<file path="src/rtl/quarter_period_estimator.sv">
// Measures sig_in period in sclock cycles and emits period/4 (saturated to 255); QPE_AVG_EN averages 4 periods.
// Result registers 1 cycle after the qualifying edge; a full unread register drops new results and flags overrun.
module quarter_period_estimator #(
    parameter int SYNC_STAGES    = 2,
    parameter int MIN_PERIOD     = 8,
    parameter int TIMEOUT_CYCLES = 1000000
) (
    input  logic       sclock,
    input  logic       rst_n,
    input  logic       rt,
    input  logic       sig_in,
    output logic [7:0] count_quater_period,
    output logic       valid,
    input  logic       ready,
    output logic       sat,
    output logic       overrun,
    output logic       timeout
);
    localparam logic [31:0] MIN_P = 32'(MIN_PERIOD);
    localparam logic [31:0] TO_P  = 32'(TIMEOUT_CYCLES);

    typedef enum logic [1:0] {IDLE, ARM, MEASURE} state_t;

    logic [SYNC_STAGES-1:0] sync_q, sync_d;
    logic                   sig_prev_q, sig_prev_d;
    logic                   edge_q, edge_d;
    state_t                 state_q, state_d;
    logic [31:0]            period_cnt_q, period_cnt_d;
    logic [7:0]             result_q, result_d;
    logic                   valid_q, valid_d;
    logic                   sat_q, sat_d;
    logic                   overrun_q, overrun_d;
    logic                   timeout_q, timeout_d;

    logic                   accept;
    logic                   res_vld;
    logic [29:0]            quarter;

`ifdef QPE_AVG_EN
    logic [33:0]            acc_q, acc_d, acc_sum;
    logic [1:0]             nacc_q, nacc_d;
    logic                   glitch;
`endif

    always_comb begin
        sync_d       = {sync_q[SYNC_STAGES-2:0], sig_in};
        sig_prev_d   = sync_q[SYNC_STAGES-1];
        edge_d       = sync_q[SYNC_STAGES-1] & ~sig_prev_q;

        state_d      = state_q;
        period_cnt_d = period_cnt_q;
        result_d     = result_q;
        valid_d      = valid_q & ~ready;
        sat_d        = sat_q;
        overrun_d    = overrun_q & ~(valid_q & ready);
        timeout_d    = 1'b0;
        accept       = 1'b0;

        // Glitch edges fall through to the plain increment branch.
        case (state_q)
            IDLE: begin
                period_cnt_d = '0;
                if (rt) state_d = ARM;
            end
            ARM: begin
                period_cnt_d = '0;
                if (edge_q) begin
                    state_d      = MEASURE;
                    period_cnt_d = 32'd1;
                end
            end
            MEASURE: begin
                if (edge_q && period_cnt_q >= MIN_P) begin
                    accept       = 1'b1;
                    period_cnt_d = 32'd1;
                end else if (period_cnt_q == TO_P) begin
                    timeout_d    = 1'b1;
                    period_cnt_d = '0;
                    state_d      = ARM;
                end else begin
                    period_cnt_d = period_cnt_q + 32'd1;
                end
            end
            default: state_d = IDLE;
        endcase

`ifdef QPE_AVG_EN
        glitch  = (state_q == MEASURE) && edge_q && (period_cnt_q < MIN_P);
        acc_sum = acc_q + 34'(period_cnt_q);
        acc_d   = acc_q;
        nacc_d  = nacc_q;
        res_vld = 1'b0;
        quarter = acc_sum[33:4];
        if (accept) begin
            if (nacc_q == 2'd3) begin
                res_vld = 1'b1;
                acc_d   = '0;
                nacc_d  = '0;
            end else begin
                acc_d   = acc_sum;
                nacc_d  = nacc_q + 2'd1;
            end
        end
        if (glitch || timeout_d || state_q != MEASURE) begin
            acc_d  = '0;
            nacc_d = '0;
        end
`else
        res_vld = accept;
        quarter = period_cnt_q[31:2];
`endif

        if (res_vld) begin
            if (!valid_q || ready) begin
                valid_d  = 1'b1;
                sat_d    = |quarter[29:8];
                result_d = (|quarter[29:8]) ? 8'hFF : quarter[7:0];
            end else begin
                overrun_d = 1'b1;
            end
        end

        // Dropping rt abandons any measurement and returns outputs to idle values.
        if (!rt) begin
            state_d      = IDLE;
            period_cnt_d = '0;
            result_d     = '0;
            valid_d      = 1'b0;
            sat_d        = 1'b0;
            overrun_d    = 1'b0;
            timeout_d    = 1'b0;
`ifdef QPE_AVG_EN
            acc_d        = '0;
            nacc_d       = '0;
`endif
        end
    end

    always_ff @(posedge sclock or negedge rst_n) begin
        if (!rst_n) begin
            sync_q       <= '0;
            sig_prev_q   <= 1'b0;
            edge_q       <= 1'b0;
            state_q      <= IDLE;
            period_cnt_q <= '0;
            result_q     <= '0;
            valid_q      <= 1'b0;
            sat_q        <= 1'b0;
            overrun_q    <= 1'b0;
            timeout_q    <= 1'b0;
`ifdef QPE_AVG_EN
            acc_q        <= '0;
            nacc_q       <= '0;
`endif
        end else begin
            sync_q       <= sync_d;
            sig_prev_q   <= sig_prev_d;
            edge_q       <= edge_d;
            state_q      <= state_d;
            period_cnt_q <= period_cnt_d;
            result_q     <= result_d;
            valid_q      <= valid_d;
            sat_q        <= sat_d;
            overrun_q    <= overrun_d;
            timeout_q    <= timeout_d;
`ifdef QPE_AVG_EN
            acc_q        <= acc_d;
            nacc_q       <= nacc_d;
`endif
        end
    end

    assign count_quater_period = result_q;
    assign valid               = valid_q;
    assign sat                 = sat_q;
    assign overrun             = overrun_q;
    assign timeout             = timeout_q;

endmodule

</file>
<file path="config.mk">
export PLATFORM = sky130hd
export DESIGN_NAME = quarter_period_estimator
export DESIGN_NICKNAME = d
export VERILOG_FILES = /design/src/rtl/quarter_period_estimator.sv
export SDC_FILE = /design/constraint.sdc
export NUM_CORES = 1
export LEC_CHECK = 0
export CAP_MARGIN = 10
export CORE_MARGIN = 2
export CORE_UTILIZATION = 45
export CTS_CLUSTER_DIAMETER = 200
export CTS_CLUSTER_SIZE = 24
export DETAILED_ROUTE_END_ITERATION = 6
export SETUP_SLACK_MARGIN = 0.05
export SLEW_MARGIN = 10
export SYNTH_ARGS = -nofsm -noshare
export SYNTH_HDL_FRONTEND = slang
export SYNTH_SLANG_ARGS = --single-unit
</file>
<file path="constraint.sdc">
create_clock -name sclock -period 3.8 [get_ports sclock]
set_input_delay 0.57 -clock sclock [delete_from_list [all_inputs] [get_ports sclock]]
set_output_delay 0.57 -clock sclock [all_outputs]
set_load 0.005 [all_outputs]
</file>
==> impl_metrics.toml <==
[routing]
wl_met1_um = 3118
wl_met2_um = 2723
highest_layer = "met4"
via_per_inst = 5.918
drtPass1Iterations = 4
routed_wl_um = 6102
wl_per_cell_um = 16.14
dr_wl_met3_um = 172
vias = 2237
ant_nets = 0
detail_route.iter0.violations = 157
drcViolationCount = 0

[global_routing]
antenna_found_initial = 0
globalRouteOverflowTotal = 0
grt_pass1_vias = 2141
grt.total_usage_pct = 20.38
grt_max_degree = 30
grt_pass1_wl_um = 10450

[timing]
hold_viol_final = 0
grt_setup_unrepaired = "no"
tightest_slew_ns = 0.9587
min_period_over_period_pct = 79.99
slew_violations = 0
finClkSkew_ns = 0.009953
tns_ns = 0
slew_headroom_pct = 35.93
fmax_ghz = 0.3290
period_minus_slack_ns = 3.040
setup_violations = 0

[worst_setup_path]
arrival_ns = 3.29
end_kind = "flip-flop"
worstReg2RegEnd = "period_cnt_q[31]"
timing.reg2reg.worst_path_depth = 6
regToRegStartpoint = "period_cnt_q[19]"
crit_type = "flip-flop to flip-flop"
r2r_slack_ns = 0.76
required_ns = 4.05
start_kind = "flip-flop"
crit_fanout = 13

[synthesis]
yosys.area.top_type = "dfrtp_1"
syn_inst = 293
yosysWarningCount = 0
async_flop_share_pct = 100.0
syn_area_um2 = 2704
ys_ff_latch = 50
synth_fp_nets = 304
synthTopCellsByArea = "dfrtp_1 (46%), a31oi_1 (5.3%), a21oi_1 (4.3%), nand2_1 (3.9%), and3_1 (3.0%)"
yosysTopAreaCellShare_pct = 46.27
yosysSeqAreaShare_pct = 46.27
synthFlopType = "dfrtp_1"
synth.distinct_cells = 47
synth_edf_count = 0
syn_avg_cell_area_um2 = 9.228

[pwr]
peakVddDrop_uv = 219.2
leakage_nw = 1.256
p_per_area_nw_per_um2 = 364.1
p_total_mw = 1.080

[floorplan]
num_rows = 28
initial_core_util_pct = 46.21
die_h_um = 81.52
die_w_um = 81.52
coreArea_um2 = 5851
die_area_um2 = 6645
ios = 17

[layout]
area_delta_synth_final_pct = 9.718
fin_cells = 378
drive_gt1_share_pct = 5.281
num_antenna_cells = 0
finish.net_count = 314
fillers = 543
final_cell_mix = "dfrtp_1 (50), nand2_1 (28), a21oi_1 (23), a31oi_1 (23), nor2_1 (18)"
layout_commonest_cell = "dfrtp_1"
final_core_util_pct = 50.71

[placement]
port_buffers = 16
dp_cells = 371
dpl.hpwl_um = 4122
gp_congestion = 0.7845

[outcome]
outcome = "complete, no violations"

[clock_network]
clk_path_buf_depth = 2
htreeDepth = 2
cts.repair.resized = 0
cts_setup_buffers = 0
clk_pin_slew_ns = 0.09
cts_tree = "built"
cts_made_buffers = 5
clockRootBuffer = "clkbuf_8"
cts_hold_buf = 0
insertion_delay_ns = 0.31
cts_sinks = 50

[min_path]
hp-class = "primary input to async pin"

[job]
drv_cap = 0
==> logic make-up (layout without fill, tap and decap cells) <==
family | Yosys count | count (layout) | share of synthesized area (%)
AOI/OAI and AO/OA | 86 | 86 | 21.33
buffers and inverters | 25 | 35 | 4.396
adders and majority gates | 6 | 6 | 2.776
DFF | 50 | 50 | 46.27
and+or+nand+nor | 126 | 126 | 25.22
==> worst max path at each step <==
stage / from / to / slack [ns]
final: period_cnt_q[19] / period_cnt_q[31] / 0.76
after global routing: period_cnt_q[19] / period_cnt_q[23] / 0.49
after CTS: period_cnt_q[19] / period_cnt_q[31] / 0.71
after detailed placement: period_cnt_q[19] / period_cnt_q[31] / 0.74
after global placement: period_cnt_q[19] / period_cnt_q[31] / 0.84
after floorplan: period_cnt_q[19] / period_cnt_q[18] / 1.39
==> per-layer routing <==
layer / global-route usage [%] / up-vias
met4: 7.458 / 0
met3: 4.066 / 8
met5: 0 / -
met1: 29.21 / 1083
li1: - / 1114
met2: 30.49 / 32
==> critical path, stage by stage, from the launching register on <==
cell,delay (ns)
dfrtp_1,0.45
or4_1,0.57
or4_4,0.46
o31ai_4,0.22
nand4b_1,0.51
or4_1,0.67
nand3_1,0.10
==> stage by stage <==
stage | setup slack (ns) | area [um2] | hold slack (ns)
6_report | 0.7602 | 2967 | 0.2092
5_1_grt | 0.4936 | 2967 | 0.2495
3_5_place_dp | 0.7407 | 2890 | 0.3433
4_1_cts | 0.7068 | 2967 | 0.2348
3_3_place_gp | 0.8409 | 2890 | 0.3527
2_1_floorplan | 1.392 | 2704 | 0.2744
==> sequential cells by signal, indices dropped and copies added, names as in the netlist <==
register,flops
period_cnt_q,32
count_quater_period,8
state_q,2
sync_q,2
edge_q,1
overrun,1
sat,1
sig_prev_q,1
timeout,1
valid,1
==> layout make-up <==
class | count | area (um2) | area share [%]
multi-input cells | 218 | 1334 | 44.96
flip-flops and latches | 50 | 1251 | 42.18
well taps | 75 | 93.84 | 3.163
clock buffers | 7 | 76.32 | 2.573
inverters | 9 | 33.78 | 1.139
repair buffers | 19 | 177.7 | 5.989
==> cell usage after synthesis, types with 2 or more instances <==
cell / n
and3_1: 13
o21ai_0: 8
clkbuf_1: 7
nand4b_1: 3
a21oi_1: 23
o211a_1: 2
and2_1: 6
o21a_1: 2
a31oi_1: 23
buf_2: 4
nand3_1: 16
o21ai_1: 3
nor2_1: 18
or4_1: 2
ha_1: 6
nand2b_1: 8
nand4_1: 5
and4b_1: 2
dfrtp_1: 50
a31o_2: 2
inv_1: 9
buf_6: 2
a41oi_1: 5
o2bb2ai_1: 7
or3_1: 5
and4_1: 3
nor3_1: 6
nor2b_1: 4
nor4_1: 4
nand2_1: 28
==> where the power goes <==
group	internal (mW)	switching [mW]
Clock	0.127	0.174
Combinational	0.0698	0.144
Sequential	0.547	0.0183
Total	0.745	0.336
Note: power is estimated with default switching activity, not from simulation.
